===== config.mk =====
export PLATFORM = sky130hd
export DESIGN_NAME = fpu_inq_ctl
export DESIGN_NICKNAME = d
export VERILOG_FILES = /design/src/rtl/fpu_inq_ctl.sv
export SDC_FILE = /design/constraint.sdc
export NUM_CORES = 1
export LEC_CHECK = 0
export ABC_AREA = 0
export CORE_ASPECT_RATIO = 2
export CORE_MARGIN = 2
export CORE_UTILIZATION = 45
export DETAILED_ROUTE_END_ITERATION = 10
export PLACE_DENSITY_LB_ADDON = 0.08
export SLEW_MARGIN = 0
export SYNTH_ARGS = -nofsm -noshare
export SYNTH_HDL_FRONTEND = slang
export SYNTH_SLANG_ARGS = --single-unit

===== constraint.sdc =====
create_clock -name rclk -period 5.8 [get_ports rclk]
set_input_delay 0.58 -clock rclk [delete_from_list [all_inputs] [get_ports rclk]]
set_output_delay 0.58 -clock rclk [all_outputs]
set_load 0.05 [all_outputs]

===== src/rtl/fpu_inq_ctl.sv =====
// fpu_inq_ctl: FPU input queue control; occupancy, pointers, source select, in-order issue and PCX credits.
module fpu_inq_ctl #(
    parameter int DEPTH = 16,
    parameter int PTR_W = 4
) (
    input  logic             rclk,
    input  logic             reset,
    input  logic             fp_req_vld,
    input  logic [1:0]       fp_req_pipe,
    input  logic             add_rdy,
    input  logic             mul_rdy,
    input  logic             div_rdy,
    output logic             inq_we,
    output logic [PTR_W-1:0] inq_waddr,
    output logic [PTR_W-1:0] inq_raddr,
    output logic             inq_fwrd,
    output logic             inq_fwrd_inv,
    output logic             inq_bp,
    output logic             inq_bp_inv,
    output logic             inq_add_vld,
    output logic             inq_mul_vld,
    output logic             inq_div_vld,
    output logic [PTR_W:0]   inq_cnt,
    output logic             fpu_pcx_credit,
    output logic             inq_ovfl
);
    logic [PTR_W-1:0] wptr_q, wptr_d, rptr_q, rptr_d, waddr_d1_q;
    logic [PTR_W:0]   cnt_q, cnt_d;
    logic [1:0]       tag_q [DEPTH];
    logic [DEPTH-1:0] tvld_q;
    logic             we_d1_q, ovfl_q, credit_q;
    logic             nonempty, full, head_rdy, req_rdy, deq, fwd, issue;
    logic [1:0]       head, sel;

    always_comb begin
        head     = tag_q[rptr_q];
        nonempty = cnt_q != '0;
        full     = cnt_q == (PTR_W+1)'(DEPTH);
        head_rdy = head[1] ? (head[0] ? div_rdy : mul_rdy) : add_rdy;
        req_rdy  = fp_req_pipe[1] ? (fp_req_pipe[0] ? div_rdy : mul_rdy) : add_rdy;
        deq      = ~reset & nonempty & tvld_q[rptr_q] & head_rdy;
        fwd      = ~reset & ~nonempty & fp_req_vld & req_rdy;
        issue    = deq | fwd;
        sel      = nonempty ? head : fp_req_pipe;
        inq_we   = ~reset & fp_req_vld & ~fwd & ~full;
        rptr_d   = rptr_q + PTR_W'(deq);
        wptr_d   = wptr_q + PTR_W'(inq_we);
        cnt_d    = cnt_q + (PTR_W+1)'(inq_we) - (PTR_W+1)'(deq);
    end

    assign inq_waddr      = wptr_q;
    assign inq_raddr      = rptr_d;
    assign inq_fwrd       = fwd;
    assign inq_fwrd_inv   = ~fwd;
    // Head written on the last edge: the SRAM read at that edge saw stale data.
    assign inq_bp         = we_d1_q & (rptr_q == waddr_d1_q) & nonempty;
    assign inq_bp_inv     = ~inq_bp;
    assign inq_add_vld    = issue & ~sel[1];
    assign inq_mul_vld    = issue & sel[1] & ~sel[0];
    assign inq_div_vld    = issue & sel[1] & sel[0];
    assign inq_cnt        = cnt_q;
    assign fpu_pcx_credit = credit_q;
    assign inq_ovfl       = ovfl_q;

    always_ff @(posedge rclk) begin
        if (reset) begin
            wptr_q     <= '0;
            rptr_q     <= '0;
            cnt_q      <= '0;
            tvld_q     <= '0;
            we_d1_q    <= 1'b0;
            waddr_d1_q <= '0;
            credit_q   <= 1'b0;
            ovfl_q     <= 1'b0;
        end else begin
            wptr_q     <= wptr_d;
            rptr_q     <= rptr_d;
            cnt_q      <= cnt_d;
            we_d1_q    <= inq_we;
            waddr_d1_q <= wptr_q;
            credit_q   <= issue;
            // A same-cycle dequeue does not rescue a request arriving at a full queue.
            ovfl_q     <= ovfl_q | (fp_req_vld & full);
            if (deq) tvld_q[rptr_q] <= 1'b0;
            if (inq_we) tvld_q[wptr_q] <= 1'b1;
        end
    end

    always_ff @(posedge rclk) begin
        if (inq_we) tag_q[wptr_q] <= fp_req_pipe;
    end
endmodule


* After elaboration in Yosys (flattened, before gate mapping)
Memory sizes are Yosys's and may differ from the RTL's. A register that Yosys moved wholly into a read port is not among the register bits.
Cells that the tools add are included.
W data, S select, Z words.
** Storage, ports and cells
- Register bits :: 36
- Latch bits :: 0
- RAM bits :: 32
- Bits in read-only memories :: 0
- Input bits :: 8
- Output and inout port bits :: 23
- Word-level logic and storage cells :: 67
- Memories kept :: 1
** Cells by class
- Add/sub/neg operators :: 4
- $mul :: 0
- Divide/modulo/power cells :: 0
- $lt $le $gt $ge :: 4
- Equal/unequal tests :: 2
- Shift-type cells :: 0
- Muxes and demuxes :: 17
- Bitwise operators :: 28
- Reduce and logical (&&, ||, !) cells :: 3
** Memory list
- tag_q :: words 16, width 2, read ports 1, clocked after memory_dff 1, wr ports 1, RTL line 29 : logic [1:0] tag_q [DEPTH];
** Operators by type and width (count)
- $mux W16 :: 3
- $and A1 B1 Y1 :: 16
- $and A16 B16 Y16 :: 1
- $not A16 Y16 :: 1
- $or A16 B16 Y16 :: 1
- $lt A4 B5 Y1 const B :: 2
- $mux W1 :: 9
- $add A4 B1 Y4 :: 2
- $demux W1 S4 :: 2
- $ge A4 B1 Y1 const B :: 2
- $not A1 Y1 :: 7
- $add A5 B1 Y5 :: 1
- $eq A5 B5 Y1 const B :: 1
- $reduce_bool A5 Y1 :: 1
- $sub A5 B1 Y5 :: 1
- $bmux W1 S4 :: 1
- $eq A4 B4 Y1 :: 1
- $mux W4 :: 1
- $logic_and A1 B1 Y1 :: 2
- $mux W2 :: 1
- $or A1 B1 Y1 :: 2

* Logic depth before layout (Yosys ltp)
Gate-level depths: netlist (run 1).
- Depth in word-level cells :: 10
- Mapped depth :: 16
- Gate-level depth less buffers :: 13

* Worst setup path before layout (run 1)
No wires, ideal clock.
- Kind :: reg-to-output
- From :: register cnt_q[3], in the netlist inq_cnt[3]
- To :: output port inq_mul_vld
- Data arrival time :: 4.367 ns
- Required time :: 5.220 ns
- Slack :: 0.853 ns
- Stages on the path, launching flop included :: 8
- Buffers on the path :: 1
- Path through :: dfxtp_1 > inv_1 > ha_1 > and3_1 > clkbuf_1 > nor4b_1 > a31oi_1 > nor3b_1
** On the way
- Word-level cells in the longest chain between the ends :: 8
- Elaborated cells on any way between the ends :: 13
- Those cells by class :: mux: 1; bitwise: 11; reduce/logical: 1
** Ends and longest elaborated chain
- start, declared :: RTL line 28 : logic [PTR_W:0] cnt_q, cnt_d;
- start signal, assigned :: RTL line 78 : cnt_q <= cnt_d;
- $reduce_bool A5 Y1 :: RTL line 37 : nonempty = cnt_q != '0;
- $not A1 Y1 :: RTL line 42 : fwd = ~reset & ~nonempty & fp_req_vld & req_rdy;
- $and A1 B1 Y1 (3 in series) :: RTL line 42
- via inq_fwrd :: RTL line 16 : output logic inq_fwrd,
- $or A1 B1 Y1 :: RTL line 43 : issue = deq | fwd;
- $and A1 B1 Y1 (2 in series) :: RTL line 59 : assign inq_mul_vld = issue & sel[1] & ~sel[0];
- end, declared :: RTL line 21 : output logic inq_mul_vld,
The timed path passes the listed nets, and every way through them passes these cells.

* Worst setup path in the final report (run 1)
- From :: register rptr_q[1]
- To :: output port inq_raddr[2]
** On the way
- Word-level cells in the longest chain between the ends :: 5
** Ends and longest elaborated chain
- start, declared :: RTL line 27 : logic [PTR_W-1:0] wptr_q, wptr_d, rptr_q, rptr_d, waddr_d1_q;
- start signal, assigned :: RTL line 77 : rptr_q <= rptr_d;
- $bmux W1 S4 :: RTL line 41 : deq = ~reset & nonempty & tvld_q[rptr_q] & head_rdy;
- $mux W1 (implied by the code) :: RTL line 41
- $and A1 B1 Y1 (2 in series) :: RTL line 41
- $add A4 B1 Y4 (*) :: RTL line 46 : rptr_d = rptr_q + PTR_W'(deq);
- end, declared :: RTL line 15 : output logic [PTR_W-1:0] inq_raddr,
Mark *: on every way between the ends. The rest lies on a longest branch, timed or not. The select of a mux whose other input is x is not followed.

==> results of run 1 <==
==> sequential cells by signal (all words and copies together), names as in the netlist <==
| name | count |
|---|---|
| waddr_d1_q | 4 |
| inq_cnt | 5 |
| we_d1_q | 1 |
| inq_ovfl | 1 |
| tag_q | 32 |
| tvld_q | 16 |
| inq_waddr | 4 |
| rptr_q | 4 |
| fpu_pcx_credit | 1 |
==> synth_stat cells (all sizes together) <==
cell	instances
nand3	3
fa	1
a21o	1
dfxtp	36
ha	10
inv	14
nor4b	1
xnor2	8
buf	6
nor3b	3
mux2	2
mux4	12
a2111o	1
nor4	2
a41oi	1
nand2b	2
edfxtp	32
nor3	1
a311o	1
and3	3
and3b	2
xor2	3
nand2	31
clkbuf	9
or3	2
o21a	1
nor2b	20
and2	3
o21ai	2
o211ai	1
a211oi	15
mux2i	6
nor2	53
o21bai	2
a21oi	5
a31oi	1
a22oi	2
==> critical path, stage by stage (launching register included) <==
cell and delay [ns]:
dfxtp_1 0.80, mux4_2 0.58, mux2i_1 0.23, mux2i_1 0.14, a2111o_1 0.45, and3_1 0.48, ha_1 0.36, ha_1 0.20
xor2_1 0.17, clkdlybuf4s50_1 0.83
==> per-stage QoR <==
step | cell area [sq um] | hold slack, ns | util | instances
4_1_cts | 3870 | 0.497 | 0.541 | 423
6_report | 3870 | 0.500 | 0.541 | 423
3_5_place_dp | 3610 | 0.482 | 0.505 | 407
3_3_place_gp | 3610 | 0.479 | 0.505 | 407
2_1_floorplan | 3270 | 0.475 | - | 298
5_1_grt | 3870 | 0.511 | 0.541 | 423
==> layout make-up <==
| cell class | count | share of cell area |
|---|---|---|
| flip-flops and latches | 68 | 0.435 |
| multi-input cells | 201 | 0.375 |
| repair buffers | 32 | 0.0815 |
| clock buffers | 13 | 0.0621 |
| well taps | 92 | 0.0297 |
| inverters | 14 | 0.0136 |
| clock inverters | 3 | 0.00388 |
==> routing by layer <==
metal,up-vias,GRT usage,share of wire
li1,1096,-,-
met1,1063,0.258,0.43
met2,49,0.318,0.52
met5,-,0,0
met4,0,0.0901,0.025
met3,14,0.0352,0.033
==> cells by family (layout without fill, tap and decap cells) <==
family          after synthesis  count (layout)  share of synthesized area
flops                        68              68                      0.515
simple gates                126             126                      0.179
compound gates               33              33                     0.0831
xor+xnor                     11              11                     0.0295
fa+ha+maj                    11              11                     0.0444
mux                          20              20                      0.108
buf+inv                      29              62                     0.0414
==> power groups by stage <==
| stage | registers (mW) | logic [mW] | clock network, mW |
|---|---|---|---|
| finish | 0.542 | 0.281 | 0.471 |
| global route | 0.545 | 0.305 | 0.505 |
| CTS | 0.542 | 0.284 | 0.482 |
| detailed placement | 0.552 | 0.283 | 0 |
| global placement | 0.552 | 0.278 | 0 |
| floorplan | 0.591 | 0.163 | 0 |
==> worst max path at each step <==
stage / startpoint / to / slack [ns]
global placement: rptr_q[1] / inq_raddr[2] / 0.98
CTS: rptr_q[1] / inq_raddr[2] / 0.56
floorplan: inq_cnt[3] / inq_mul_vld / 0.85
global route: rptr_q[1] / inq_raddr[3] / 0.36
detailed placement: rptr_q[1] / inq_raddr[3] / 0.94
finish: rptr_q[1] / inq_raddr[2] / 0.65
==> results.ini, run 1 <==
[outcome]
status=finished, final reports clean

[min_path]
min_from=tvld_q[0]
min_path_cells=2
hold_path_class=register to register
worst_hold_path.endpoint=tvld_q[0]

[clock_tree]
cts_tree=yes
clk_path_buf_depth=2
clk_pin_slew_ns=0.05
cts_buffers=9
clkLatencyLatePin_ns=0.32
cts_hold_buffers=0
cts_sinks=68
root_buffer=clkbuf_16
cts_setup_buffers=0
cts-resized-gates=0
cts_max_level=3

[power]
power.share.clock=0.364
power-per-cell-area_mw_per_mm2=334
power_mw=1.29
pwr-share-comb=0.217
p_leak_nw=1.39
switching_power_mw=0.378
swShare=0.292
internal_power_mw=0.916
power_frac_seq=0.419
vdd_ir_drop_max_uv=172

[yosys]
synth_seq_cells=68
yosysWarnings=0
seq_area_frac_synth=0.515
yosysTopAreaCellShare=0.294
ys_types=40
syn_inst=298
synth_area_leaders=edfxtp_1 (29%), dfxtp_1 (22%), mux4_2 (8.3%)
syn_area_per_cell_sq_um=11.0
syn-num-nets=317
syn_area_sq_mm=0.00327
yosys.area.top_type=edfxtp_1

[die]
die_x_um=64.3
fp.coreArea_sq_mm=0.00716
num_rows=44
start_util=0.456
die_y_um=124
die_area_sq_mm=0.00800
ioPinCount=31

[detailed_routing]
drc_errors=0
drt_first_pass_iters=4
ant_nets=0
drtIter0Drc=144
postRouteWirelength_um=7220
vias_per_cell=5.25
vias=2222
wl_per_cell_um=17.1

[flow_run]
drv_cap=0

[finish]
n_fill_cell=655
area_growth_pct=18.5
antenna_cells=0
multi_input_area_sq_mm=0.00145
layout_commonest_cell=nor2_1
drive_above_1_share=0.103
seq_area_sq_mm=0.00168
finalNetCount=345
mostFrequentLayoutCells=nor2_1 (53), dfxtp_1 (36), edfxtp_1 (32)

[worst_setup_path]
r2r-start=rptr_q[1]
cp_max_fo=18
r2r_slack_ns=1.22
worst_setup_path_end_kind=output port
arrival_ns=4.57
rr_worst_depth=13
critPathLaunchType=register
worstReg2RegEnd=inq_cnt[4]
critPathKind=register to output port
required_ns=5.22

[sta]
slew_headroom=0.302
setup_viol=0
final.period_utilization=0.889
rsz0062_at_grt=false
hold_violations=0
fin_setup_tns_ns=0
clock.fmax_ghz=0.194
min_period_ns=5.15
finalWorstSetupSlack_ns=0.645
fin_skew_ns=0.00874
worst_pin_slew_ns=1.04
drv_slew=0

[placed_design]
place_worst_setup_slack_ns=0.937
hpwlAfterDp_um=5070
place_congestion=0.832
portBuffers=30

[grt]
grt-ovfl-total=0
antenna_found_initial=0
grt_usage=0.198
grt_max_degree=37
grt_pass1_wl_um=11700
grt_pass1_vias=2209

Power figures use the tool's default switching activity.
==> run 2, diff against run 1 <==
--- a/config.mk
+++ b/config.mk
@@ -9,7 +9,9 @@
 export CORE_ASPECT_RATIO = 2
 export CORE_MARGIN = 2
 export CORE_UTILIZATION = 45
+export CTS_CLUSTER_SIZE = 10
 export DETAILED_ROUTE_END_ITERATION = 10
+export GPL_TIMING_DRIVEN = 0
 export PLACE_DENSITY_LB_ADDON = 0.08
 export SLEW_MARGIN = 0
 export SYNTH_ARGS = -nofsm -noshare
==> results.ini, run 2 (synthesis gave the netlist of run 1 again) <==
[worst_setup_path]
critical-path-slowest-cell=clkdlybuf4s50_1
worst-path-buf-inv=5
worst_path_most_repeated_cell=buf_6
required_ns=5.22
crit_path_cell_trace=buf_6, clkbuf_1, mux4_2, a22oi_1, a211oi_1, and3_1, buf_6, buf_6, ha_1, ha_1, xor2_1, clkdlybuf4s50_1
crit_family=buffers and inverters
critPathLaunchType=register
critPathKind=register to output port
arrival_ns=4.18
worst_setup_path_end_kind=output port
cpPeakStageDelay_ns=0.85
cp_max_fo=11

[sta]
setup_viol=0
fin_setup_tns_ns=0
drv_slew=0
rsz0062_at_grt=false
slew_headroom=0.398
min_period_ns=4.76
clock.fmax_ghz=0.210
final.period_utilization=0.821
worst_pin_slew_ns=0.895
hold_violations=0
fin_skew_ns=0.00305

[die]
die_area_sq_mm=0.00800
num_rows=44
start_util=0.456
ioPinCount=31
fp.coreArea_sq_mm=0.00716
die_y_um=124
die_x_um=64.3

[clock_tree]
clk_path_buf_depth=2
cts_tree=yes
cts-resized-gates=0
cts_buffers=9
cts_hold_buffers=0
cts_setup_buffers=0
clkLatencyLatePin_ns=0.32
cts_sinks=68
cts_max_level=3
root_buffer=clkbuf_16
clk_pin_slew_ns=0.05

[detailed_routing]
postRouteWirelength_um=7410
drc_errors=0
vias=2303
vias_per_cell=5.31
drt_first_pass_iters=4
drtIter0Drc=162
wl_per_cell_um=17.1
ant_nets=0

[placed_design]
portBuffers=29
hpwlAfterDp_um=5450
place_congestion=0.867
dpl_cell_area_sq_mm=0.00367

[finish]
largest-register=tag_q
finalNetCount=357
antenna_cells=0
area_growth_pct=21.0
n_fill_cell=659
fin_area_sq_mm=0.00395
drive_above_1_share=0.117
mostFrequentLayoutCells=nor2_1 (53), dfxtp_1 (36), edfxtp_1 (32)
largest_reg_flops=32
layout_commonest_cell=nor2_1

[power]
p_leak_nw=1.44
power_mw=1.35
power-per-cell-area_mw_per_mm2=340
vdd_ir_drop_max_uv=228

[grt]
grt_usage=0.200
grt_max_degree=20
grt_pass1_vias=2262
antenna_found_initial=0
grt_pass1_wl_um=11800
grt-ovfl-total=0

[flow_run]
drv_cap=0

[outcome]
status=finished, final reports clean

[min_path]
hold_path_class=register to register

[run 2: per-layer routing]
| layer | part of all wire | track usage | vias up |
|---|---|---|---|
| met1 | 0.40 | 0.241 | 1116 |
| met4 | 0.022 | 0.0751 | 0 |
| li1 | - | - | 1124 |
| met5 | 0 | 0 | - |
| met2 | 0.54 | 0.344 | 53 |
| met3 | 0.038 | 0.0397 | 10 |
[run 2: worst reg2reg max path: cells and delay by family (launching register included)]
kind	cells	cell delay, ns
AND/OR/NAND/NOR	3	0.62
flip-flops	1	0.34
buffers and inverters	5	0.99
multiplexers	1	0.41
AO/OA/AOI/OAI	4	0.81
adder cells (fa/ha/maj)	3	0.89
[run 2: area by class of cell]
| class | count | area (sq um) | area share |
|---|---|---|---|
| timing repair buffer | 29 | 290 | 0.0734 |
| clock inverter | 6 | 56.3 | 0.0142 |
| multi-input combinational | 201 | 1450 | 0.367 |
| inverter | 14 | 52.6 | 0.0133 |
| buffer | 15 | 82.6 | 0.0209 |
| tap | 92 | 115 | 0.0291 |
| sequential | 68 | 1680 | 0.425 |
| clock buffer | 9 | 225 | 0.0570 |
[run 2: report_power, final]
| group | leakage [nW] | switching [mW] | internal, mW |
|---|---|---|---|
| logic | 0.717 | 0.179 | 0.109 |
| clock network | 0.138 | 0.191 | 0.326 |
| registers | 0.579 | 0.0168 | 0.523 |
| total | 1.44 | 0.387 | 0.958 |
[run 2: through the flow]
stage	hold slack, ns	utilization	worst slack, ns	cells
detailed placement	0.494	0.513	1.29	419
CTS	0.501	0.552	0.996	434
global placement	0.482	0.513	1.38	419
global route	0.526	0.552	0.814	434
finish	0.499	0.552	1.04	434
floorplan	0.475	-	0.853	298
[run 2: final timing paths]
| kind | to | from | slack [ns] | depth (start not counted) |
|---|---|---|---|---|
| worst max-delay path | inq_raddr[2] | rptr_q[1] | 1.04 | 12 |
| worst min register to register | tvld_q[1] | tvld_q[1] | 0.50 | 2 |
| worst max register to register | inq_cnt[4] | rptr_q[1] | 1.66 | 16 |
| worst min-delay path | tvld_q[1] | tvld_q[1] | 0.50 | 2 |
==> run 3, diff against run 2 <==
==> constraint.sdc (replaced) <==
create_clock -name rclk -period 4.7 [get_ports rclk]
set_input_delay 0.47 -clock rclk [delete_from_list [all_inputs] [get_ports rclk]]
set_output_delay 0.47 -clock rclk [all_outputs]
set_load 0.05 [all_outputs]
==> results.ini, run 3 (synthesis gave the netlist of run 1 again) <==
[detailed_routing]
drtIter0Drc=99
vias_per_cell=5.25
drc_errors=0
vias=2283
ant_nets=0
wl_per_cell_um=16.5
postRouteWirelength_um=7160
drt_first_pass_iters=4

[grt]
grt_usage=0.195
antenna_found_initial=0
grt_pass1_wl_um=11600
grt-ovfl-total=0
grt_pass1_vias=2237
grt_max_degree=20

[placed_design]
dpl_cell_area_sq_mm=0.00368
place_congestion=0.856
placed_cells=419
hpwlAfterDp_um=5340
portBuffers=29

[power]
power-per-cell-area_mw_per_mm2=418
vdd_ir_drop_max_uv=264
p_leak_nw=1.50

[finish]
mostFrequentLayoutCells=nor2_1 (53), dfxtp_1 (36), edfxtp_1 (32)
drive_above_1_share=0.120
largest-register=tag_q
n_fill_cell=667
finalNetCount=357
seq_area_sq_mm=0.00168
multi_input_area_sq_mm=0.00146
layout_commonest_cell=nor2_1
fin_cells=435
largest_reg_flops=32
antenna_cells=0
final_util=0.556
area_growth_pct=21.9
fin_area_sq_mm=0.00398

[die]
start_util=0.456
die_y_um=124
fp.coreArea_sq_mm=0.00716
num_rows=44
die_area_sq_mm=0.00800
ioPinCount=31
die_x_um=64.3

[clock_tree]
clk_pin_slew_ns=0.05
cts_max_level=3
cts_buffers=9
cts_tree=yes
clkLatencyLatePin_ns=0.32
root_buffer=clkbuf_16
clk_path_buf_depth=2
cts_sinks=68

[sta]
hold_ws_ns=0.501
rsz0062_at_grt=false
clock.fmax_ghz=0.232
worst_pin_slew_ns=0.881
drv_slew=0
setup_viol=0
final.period_utilization=0.918
slew_headroom=0.407
fin_skew_ns=0.00439
fin_setup_tns_ns=0
hold_violations=0
min_period_ns=4.32

[worst_setup_path]
critPathLaunchType=register
required_ns=4.23
critPathKind=register to output port
arrival_ns=3.85
cp_max_fo=11
worst_setup_path_end_kind=output port

[flow_run]
drv_cap=0

[outcome]
status=finished, final reports clean

[min_path]
hold_path_class=register to register

==> run 3: changes by cell type in the layout (fill, tap and decap cells not counted) <==
| cell | previous run | this run |
|---|---|---|
| bufinv_16 | 1 | 0 |
| clkbuf_1 | 9 | 11 |
| clkbuf_16 | 9 | 10 |
| clkbuf_2 | 0 | 1 |
| clkbuf_8 | 0 | 2 |
| clkdlybuf4s50_1 | 29 | 26 |
| clkinv_1 | 1 | 0 |
| clkinv_2 | 3 | 1 |
| clkinvlp_4 | 1 | 0 |
| dlymetal6s2s_1 | 0 | 3 |
| nor4b_1 | 1 | 0 |
| nor4b_2 | 0 | 1 |
==> run 3: layout make-up <==
cell class / count / share of cell area
clock inverter: 1 / 0.00126
buffer: 15 / 0.0211
sequential: 68 / 0.422
tap: 92 / 0.0289
multi-input combinational: 201 / 0.366
inverter: 14 / 0.0132
timing repair buffer: 29 / 0.0748
clock buffer: 15 / 0.0726
==> run 3: metrics by stage <==
stage / power, mW / setup slack [ns]
floorplan: 0.932 / 0.706
global placement: 1.03 / 0.352
detailed placement: 1.04 / 0.339
CTS: 1.68 / 0.00756
global route: 1.74 / 0.210
finish: 1.66 / 0.385
==> run 3: routing by layer <==
layer  wire (um)  vias up  track usage
met5           0        -            0
met4         109        0       0.0801
li1            -     1125            -
met1        2810     1103        0.240
met2        3950       51        0.323
met3         296        4       0.0452
==> run 3: power by group <==
part | internal (mW) | switching, mW | total [mW]
clock network | 0.417 | 0.223 | 0.641
registers | 0.646 | 0.0211 | 0.667
logic | 0.136 | 0.222 | 0.357
total | 1.20 | 0.466 | 1.66
==> run 3: worst max-delay path, stage by stage, from the launching register on <==
cell and delay, ns:
dfxtp_1 0.35, buf_6 0.18, mux4_2 0.50, mux2i_1 0.29
mux2i_1 0.15, a2111o_1 0.45, and3_1 0.21, buf_6 0.14
buf_6 0.16, ha_1 0.30, clkdlybuf4s50_1 0.80
==> run 3: worst paths after layout <==
path	endpoint	start	slack (ns)	cells after the start
worst max-delay path	inq_raddr[0]	rptr_q[1]	0.38	10
worst min-delay path	inq_ovfl	inq_ovfl	0.50	2
worst max register to register	inq_cnt[4]	rptr_q[1]	0.59	16
worst min register to register	inq_ovfl	inq_ovfl	0.50	2
==> run 3: timing repair <==
| item | CTS | global route |
|---|---|---|
| hold buffers | 0 | 0 |
| resized for setup | 0 | 5 |
| setup buffers | 0 | 0 |
| endpoints found under the setup margin | 0 | 3 |
